`src/rtl/if_prefetch_unit_pkg.sv`:
```
`default_nettype none
// ============================================================================
//  Module      : if_prefetch_unit_pkg
//  Description : Shared fetch-pipeline definitions: FSM state encoding,
//                instruction width, NOP word and an address helper.
//  Revision    : 1.0  initial release
// ============================================================================
package if_prefetch_unit_pkg;

    localparam int INST_WIDTH  = 32;
    localparam int ENTRY_WIDTH = 2 * INST_WIDTH;   // {pc, instruction}

    localparam logic [INST_WIDTH-1:0] NOP_WORD = 32'h0000_0000;

    // IDLE: nothing outstanding, WAIT: request outstanding,
    // DISCARD: request outstanding but its response must be dropped.
    typedef enum logic [1:0] {
        ST_IDLE    = 2'd0,
        ST_WAIT    = 2'd1,
        ST_DISCARD = 2'd2
    } fetch_state_t;

    // Fetch addresses are always word aligned.
    function automatic logic [INST_WIDTH-1:0] word_align(input logic [INST_WIDTH-1:0] addr);
        return {addr[INST_WIDTH-1:2], 2'b00};
    endfunction

endpackage
`default_nettype wire

```
`src/rtl/if_prefetch_unit_prefetch_fifo.sv`:
```
`default_nettype none
// ============================================================================
//  Module      : prefetch_fifo
//  Description : DEPTH-entry synchronous FIFO of {pc, instruction} pairs with
//                clear, occupancy count and a combinational head word.
//  Revision    : 1.0  initial release
// ============================================================================
module prefetch_fifo
    import if_prefetch_unit_pkg::*;
#(
    parameter int DEPTH = 4
)
(
    input  logic                       clk,
    input  logic                       reset,
    input  logic                       push,
    input  logic                       pop,
    input  logic                       clear,
    input  logic [ENTRY_WIDTH-1:0]     wdata,
    output logic [$clog2(DEPTH):0]     count,
    output logic [ENTRY_WIDTH-1:0]     head
);

    localparam int AW = $clog2(DEPTH);
    localparam int CW = AW + 1;

    logic [ENTRY_WIDTH-1:0] mem [DEPTH];
    logic [AW-1:0]          wr_ptr;
    logic [AW-1:0]          rd_ptr;

    // Pointer and occupancy bookkeeping; clear overrides push and pop.
    always_ff @(posedge clk or posedge reset) begin
        if (reset) begin
            wr_ptr <= '0;
            rd_ptr <= '0;
            count  <= '0;
        end else if (clear) begin
            wr_ptr <= '0;
            rd_ptr <= '0;
            count  <= '0;
        end else begin
            if (push) wr_ptr <= wr_ptr + AW'(1);
            if (pop)  rd_ptr <= rd_ptr + AW'(1);
            case ({push, pop})
                2'b10:   count <= count + CW'(1);
                2'b01:   count <= count - CW'(1);
                default: count <= count;
            endcase
        end
    end

    // Entry storage; contents need no reset because reads are gated by count.
    always_ff @(posedge clk) begin
        if (push && !clear) mem[wr_ptr] <= wdata;
    end

    // An empty FIFO presents all zeros so the consumer sees PC 0 / NOP.
    assign head = (count == '0) ? '0 : mem[rd_ptr];

endmodule
`default_nettype wire

```
`src/rtl/if_prefetch_unit.sv`:
```
`default_nettype none
// ============================================================================
//  Module      : if_prefetch_unit
//  Description : Instruction prefetcher. Issues one word request at a time to
//                instruction memory, buffers responses with their PCs and
//                presents the head entry downstream. Handles stall, flush and
//                redirect, dropping responses of abandoned requests.
//  Revision    : 1.0  initial release
// ============================================================================
module if_prefetch_unit
    import if_prefetch_unit_pkg::*;
#(
    parameter int          DEPTH    = 4,
    parameter logic [31:0] RESET_PC = 32'h0000_0000
)
(
    input  logic        clk,
    input  logic        reset,
    input  logic        stall,
    input  logic        flush,
    input  logic        redirect_valid,
    input  logic [31:0] redirect_pc,
    output logic        imem_req,
    output logic [31:0] imem_addr,
    input  logic        imem_ack,
    input  logic [31:0] imem_rdata,
    output logic [31:0] pc_out,
    output logic [31:0] instruction_out,
    output logic        inst_valid
);

    localparam int             CW         = $clog2(DEPTH) + 1;
    localparam logic [CW-1:0]  FULL_COUNT = CW'(DEPTH);

    fetch_state_t           state;
    fetch_state_t           state_next;
    logic                   issue;
    logic [31:0]            fetch_pc;
    logic [31:0]            req_addr;
    logic [CW-1:0]          count;
    logic [ENTRY_WIDTH-1:0] head;
    logic                   kill;
    logic                   buf_valid;
    logic                   do_pop;
    logic                   do_push;
    logic                   room;

    assign kill      = flush | redirect_valid;
    assign buf_valid = (count != '0);
    assign do_pop    = buf_valid & ~stall & ~kill;
    assign do_push   = (state == ST_WAIT) & imem_ack & ~kill;
    // A slot freed by this cycle's pop counts as room for the next request.
    assign room      = (count != FULL_COUNT) | do_pop;

    prefetch_fifo #(
        .DEPTH (DEPTH)
    ) u_fifo (
        .clk   (clk),
        .reset (reset),
        .push  (do_push),
        .pop   (do_pop),
        .clear (kill),
        .wdata ({req_addr, imem_rdata}),
        .count (count),
        .head  (head)
    );

    // FSM state register.
    always_ff @(posedge clk or posedge reset) begin
        if (reset) state <= ST_IDLE;
        else       state <= state_next;
    end

    // FSM next-state and request-issue decision.
    always_comb begin
        state_next = state;
        issue      = 1'b0;
        case (state)
            ST_IDLE: begin
                if (!kill && room) begin
                    state_next = ST_WAIT;
                    issue      = 1'b1;
                end
            end
            ST_WAIT: begin
                // An ack coinciding with a kill still closes the transaction;
                // its data is simply not pushed.
                if (imem_ack)  state_next = ST_IDLE;
                else if (kill) state_next = ST_DISCARD;
            end
            ST_DISCARD: begin
                if (imem_ack) state_next = ST_IDLE;
            end
            default: state_next = ST_IDLE;
        endcase
    end

    // Fetch PC and the held request address.
    always_ff @(posedge clk or posedge reset) begin
        if (reset) begin
            fetch_pc <= word_align(RESET_PC);
            req_addr <= '0;
        end else begin
            if (issue) req_addr <= fetch_pc;
            if (redirect_valid) begin
                fetch_pc <= word_align(redirect_pc);
            end else if (flush) begin
                // Resume at the oldest instruction not yet consumed.
                if (buf_valid)               fetch_pc <= head[ENTRY_WIDTH-1:INST_WIDTH];
                else if (state == ST_WAIT)   fetch_pc <= req_addr;
            end else if (do_push) begin
                fetch_pc <= fetch_pc + 32'd4;
            end
        end
    end

    assign imem_req        = (state != ST_IDLE);
    assign imem_addr       = req_addr;
    assign inst_valid      = buf_valid;
    assign pc_out          = head[ENTRY_WIDTH-1:INST_WIDTH];
    assign instruction_out = buf_valid ? head[INST_WIDTH-1:0] : NOP_WORD;

endmodule
`default_nettype wire

```
`config.mk`:
```
export PLATFORM = sky130hd
export DESIGN_NAME = if_prefetch_unit
export DESIGN_NICKNAME = d
export VERILOG_FILES = /design/src/rtl/if_prefetch_unit_pkg.sv /design/src/rtl/if_prefetch_unit_prefetch_fifo.sv /design/src/rtl/if_prefetch_unit.sv
export SDC_FILE = /design/constraint.sdc
export NUM_CORES = 1
export LEC_CHECK = 0
export CORE_ASPECT_RATIO = 0.6
export CORE_UTILIZATION = 40
export CTS_CLUSTER_DIAMETER = 200
export DETAILED_ROUTE_END_ITERATION = 10
export PLACE_DENSITY = 0.65
export SLEW_MARGIN = 10
export SYNTH_ARGS = -nofsm -noshare
export SYNTH_HDL_FRONTEND = slang
export SYNTH_SLANG_ARGS = --single-unit
```
`constraint.sdc`:
```
create_clock -name clk -period 7.9 [get_ports clk]
set_input_delay 1.185 -clock clk [delete_from_list [all_inputs] [get_ports clk]]
set_output_delay 1.185 -clock clk [all_outputs]
set_load 0.01 [all_outputs]
```
# Yosys cells after proc, flatten, opt, wreduce, memory -nomap -nowiden
# Memories as Yosys holds them, arrays and structs flattened.
# Cells that the tools add are included.
[totals]
register_bits = 73
mem_bits_rw = 256
inputBits = 70
output_inout_bits = 98
word_cells = 64
memories = 1
[mem_list]
columns = ["name", "depth", "width", "read_ports", "rd_clocked_by_memory_dff", "write_ports", "line_no", "source"]
rows = [
  ["u_fifo.mem", 4, 64, 1, 0, 1, "if_prefetch_unit_prefetch_fifo.sv:27", "logic [ENTRY_WIDTH-1:0] mem [DEPTH];"],
]
[op_classes]
add_sub_neg = 5
eq_ne = 9
mux = 22
bitwise = 8
n_reduce_logical = 13
[ops]
columns = ["cell", "n"]
rows = [
  ["$mux W32", 6],
  ["$mux W64", 1],
  ["$add A32 B3 Y32 const B", 1],
  ["$mux W2", 8],
  ["$reduce_bool A3 Y1", 3],
  ["$ne A3 B3 Y1 const B", 2],
  ["$pmux W2 S3", 1],
  ["$pmux W3 S2", 1],
  ["$reduce_bool A2 Y1", 3],
  ["$add A2 B1 Y2 const B", 2],
  ["$and A1 B1 Y1", 4],
  ["$eq A2 B1 Y1 const B", 2],
  ["$eq A2 B2 Y1 const B", 2],
  ["$mux W1", 4],
  ["$ne A2 B2 Y1 const B", 2],
  ["$ne A4 B1 Y1 const B", 1],
  ["$add A3 B1 Y3 const B", 1],
  ["$logic_not A3 Y1", 1],
  ["$mux W3", 1],
  ["$reduce_and A3 Y1", 1],
  ["$sub A3 B1 Y3 const B", 1],
  ["$logic_and A1 B1 Y1", 2],
  ["$logic_not A2 Y1", 1],
  ["$not A1 Y1", 2],
  ["other kinds (3)", 4],
]

# Longest topological paths before layout
[logic_depth]
depth_word = 7
ltp_mapped = 9
mapped_depth_nobuf = 7

# Hierarchy
# From an unflattened synthesis, not the netlist that was laid out.
[hier_totals]
hier_cells = 952
hier_area_um2 = 14412.6
[by_module_without_submodules]
columns = ["mod", "n_inst", "cells_each", "area_each_um2", "seq_area_each_um2"]
rows = [
  ["prefetch_fifo", 1, 447, 10092.2, 7862.5],
  ["if_prefetch_unit", 1, 505, 4320.4, 1651.6],
]

# Least setup slack after synthesis
# Ideal clock, no wire load.
[synth_timing]
kind = "input -> register"
from = "in flush"
to = "mem u_fifo.mem[0][0] (netlist bit) (enable)"
setup_time_ps = 429
arrival_ps = 3680
t_required_ps = 7471
slack_ps = 3791
cell_stages = 5
path_buffers = 3
path_cell_list = "clkbuf_1 nor2_1 clkbuf_1 clkbuf_1 and3_1"
[synth_via]
elab_chain_cells = 6
word_cells_on_any_way = 7
classes_between = "2 x mux; 3 x bitwise; 2 x reduce/logical"
[synth_lines]
columns = ["element", "line_no", "source"]
rows = [
  ["from (decl)", "if_prefetch_unit.sv:20", "input logic flush,"],
  ["$or A1 B1 Y1 *", "if_prefetch_unit.sv:48", "assign kill = flush | redirect_valid;"],
  ["$not A1 Y1", "if_prefetch_unit.sv:51", "assign do_push = (state == ST_WAIT) & imem_ack & ~kill;"],
  ["$and A1 B1 Y1", "if_prefetch_unit.sv:51", ""],
  ["$logic_and A1 B1 Y1 *", "if_prefetch_unit_prefetch_fifo.sv:54", "if (push && !clear) mem[wr_ptr] <= wdata;"],
  ["$mux W1 *", "if_prefetch_unit_prefetch_fifo.sv:54", ""],
  ["$mux W1 (not written as such) *", "if_prefetch_unit_prefetch_fifo.sv:54", ""],
  ["to (decl)", "if_prefetch_unit_prefetch_fifo.sv:27", ""],
]
# Mark *: on every way between the ends. The rest lies on a longest branch, timed or not.

# Worst setup path in the final report
[layout_timing]
from = "reg u_fifo.rd_ptr[0]"
to = "out pc_out[28]"
[layout_via]
elab_chain_cells = 2
[layout_lines]
columns = ["element", "line_no", "source"]
rows = [
  ["from (decl)", "if_prefetch_unit_prefetch_fifo.sv:29", "logic [AW-1:0] rd_ptr;"],
  ["from (signal assigned)", "if_prefetch_unit_prefetch_fifo.sv:43", "if (pop) rd_ptr <= rd_ptr + AW'(1);"],
  ["$mem_v2 Z4 W64", "-", ""],
  ["$mux W64", "if_prefetch_unit_prefetch_fifo.sv:58", "assign head = (count == '0) ? '0 : mem[rd_ptr];"],
  ["to (decl)", "if_prefetch_unit.sv:27", "output logic [31:0] pc_out,"],
]
# No other way between the ends.

==> results.sh <==
export IMPL_wl_per_cell_microns=23.2
export IMPL_yosysWarnings=0
export IMPL_grt_pass1_wl_microns=52000
export IMPL_synth_async_reset_ratio_pct=22.2
export IMPL_synth_ff_type="edfxtp_1"
export IMPL_synth_commonest_cells="edfxtp_1, dfrtp_1, mux4_2"
export IMPL_drcViolationCount=0
export IMPL_seqPwrFrac_pct=51.6
export IMPL_numCtsBuffers=34
export IMPL_fin_nets=1080
export IMPL_pre_cts_slack_ps=3570
export IMPL_clk_latency_ps=520
export IMPL_io_pins=168
export IMPL_vias_per_cell=5.59
export IMPL_synth_top_family_by_area="multiplexers"
export IMPL_synthSimpleGateAreaFrac_pct=8.10
export IMPL_skew_ps=20.5
export IMPL_hold_path_class="flop to flop"
export IMPL_synthAdderAreaFrac_pct=0.598
export IMPL_grt_total_usage_pct=19.6
export IMPL_port_buffers=165
export IMPL_ctsRootBufferMaster="clkbuf_16"
export IMPL_pwr_share_clk_pct=36.2
export IMPL_drt_pass1_iterations=5
export IMPL_cp_start_kind="flop"
export IMPL_clock_fmax_mhz=214
export IMPL_initial_core_util_pct=40.8
export IMPL_fin_ws_ps=3240
export IMPL_postSynthAreaPerCell_sq_um=16.4
export IMPL_yosysTopAreaCell="edfxtp_1"
export IMPL_whs_ps=490
export IMPL_clock_sinks=329
export IMPL_worstPathArrival_ps=3480
export IMPL_vias=8311
export IMPL_vdd_drop_max_mv=0.134
export IMPL_finalHoldViolations=0
export IMPL_worst_pin_slew_ps=1320
export IMPL_fp_dieW_microns=242
export IMPL_die_area_sq_mm=0.0353
export IMPL_outcome="finished, final reports clean"
export IMPL_core_area_sq_mm=0.0338
export IMPL_cts_resized=0
export IMPL_synth_compound_area_share_pct=6.83
export IMPL_htreeDepth=2
export IMPL_clockBufferDepth=3
export IMPL_hpwl_microns=21500
export IMPL_post_cts_buffers=0
export IMPL_min_period_ps=4660
export IMPL_clkSlewWorstSetupHoldPaths_ps=70
export IMPL_path_class="flop to output port"
export IMPL_synth_edf_count=256
export IMPL_comb_power_share_pct=12.2
export IMPL_finalSetupViolCount=0
export IMPL_die_h_microns=146
export IMPL_ys_ff_latch=329
export IMPL_synth_area_leaders="edfxtp_1, dfrtp_1, mux4_2"
export IMPL_grt_max_degree=74
export IMPL_maxCapViolations=0
export IMPL_relSlewSlack_pct=11.5
export IMPL_synth_mux_area_share_pct=13.2
export IMPL_drive_above_1_share_pct=17.3
export IMPL_rsz0062_at_grt="no"
export IMPL_num_rows=52
export IMPL_critPathRequiredTime_ps=6710
export IMPL_initialDrtViolationCount=693
export IMPL_min_period_over_period_pct=59.0
export IMPL_power_leakage_nw=5.65
export IMPL_endpoint_kind="output port"
export IMPL_grt_antenna_before_repair=1
export IMPL_p_switching_mw=1.09
export IMPL_yosys_cell_types_count=60
export IMPL_syn_to_final_growth_pct=23.5
export IMPL_place_congestion=0.878
export IMPL_syn_nets=916
export IMPL_synth_top_area_share_pct=55.6
export IMPL_power_density_mw_per_mm2=255
export IMPL_drt_wl_total_microns=34500
export IMPL_synth_most_common_cell="edfxtp_1"
export IMPL_cts_tree="yes"
export IMPL_synth_xor_area_share_pct=0.507
export IMPL_fin_tns_setup_ps=0
export IMPL_netlist_area_sq_mm=0.0138
export IMPL_holdBufCountCts=0
export IMPL_drtAntennaViolNets=0
export IMPL_grt_pass1_vias=8289
export IMPL_crit_fanout=37
export IMPL_syn_inst=840
export IMPL_finalMaxSlewViolations=0
export IMPL_netSwitchingFraction_pct=25.0
export IMPL_ys_seq_area_share_pct=68.9
export IMPL_num_antenna_cells=0
export IMPL_internal_power_mw=3.26
export IMPL_grt_overflow=0
state kept, by name, summed over array words and instances, names as in the netlist:
name and count:
u_fifo.mem 256, u_fifo.count 3, u_fifo.rd_ptr 2, state 2, imem_addr 32, fetch_pc 32, u_fifo.wr_ptr 2
through the flow:
step                power, mW  instance area (sq um)  cells  utilization, %
floorplan                2.47                  13800    840               -
global placement         2.79                  16000   1427            47.2
detailed placement       2.80                  16000   1427            47.2
CTS                      4.38                  17100   1486            50.4
global route             4.51                  17100   1486            50.4
finish                   4.35                  17100   1486            50.4
power by group through the flow:
stage          clock (mW)  sequential (mW)  combinational (mW)
2_1_floorplan           0             2.23               0.242
3_3_place_gp            0             2.27               0.521
3_5_place_dp            0             2.28               0.528
5_1_grt              1.67             2.27               0.569
4_1_cts              1.61             2.24               0.532
6_report             1.57             2.24               0.530
cell usage in the layout, fill, tap and decap left out, types with 11 or more instances in the layout:
cell | synthesis | final
edfxtp_1 | 256 | 256
clkdlybuf4s50_1 | 0 | 165
dfrtp_1 | 73 | 71
mux4_2 | 64 | 64
and2_1 | 63 | 63
a21oi_1 | 52 | 52
clkbuf_16 | 0 | 37
nand2_1 | 34 | 34
mux2_2 | 32 | 32
nor2_1 | 28 | 28
buf_4 | 3 | 16
o21ai_0 | 12 | 12
nand3_1 | 12 | 12
nand4_1 | 12 | 12
o221ai_1 | 11 | 11
routing by layer:
metal	up-vias	global-route usage (%)	wire [microns]
li1	3668	-	-
met1	4294	30.2	16400
met2	305	28.2	14900
met3	44	4.91	2680
met4	0	3.80	483
met5	-	0	0
cells by family after synthesis:
logic type,Yosys count
AO/OA/AOI/OAI,140
XOR/XNOR,8
adder cells (fa/ha/maj),6
buffers and inverters,61
flip-flops,329
multiplexers,98
AND/OR/NAND/NOR,198
critical path, stage by stage (launching register included):
cell             delay (ps)
dfrtp_4                 870
buf_4                   750
mux4_2                  580
and2_1                  240
clkdlybuf4s50_1         510
layout make-up:
class / count / area [sq um]
clock buffers: 50 / 1020
clock inverters: 9 / 66.3
fillers: 2844 / 16800
inverters: 8 / 30.0
multi-input cells: 450 / 4080
flip-flops and latches: 329 / 9520
well taps: 459 / 574
repair buffers: 181 / 1770
final timing paths:
kind                             startpoint  cells after the start          endpoint  slack [ps]
max                        u_fifo.rd_ptr[0]                      4        pc_out[28]        3240
min                             fetch_pc[0]                      1      imem_addr[0]         490
max reg2reg                u_fifo.rd_ptr[0]                      6      fetch_pc[27]        4780
min reg2reg                     fetch_pc[0]                      1      imem_addr[0]         490
max in group asynchronous             reset                      3  u_fifo.rd_ptr[0]        5850
min in group asynchronous             reset                      3      fetch_pc[25]        1300
(Power assumes the default switching activity.)
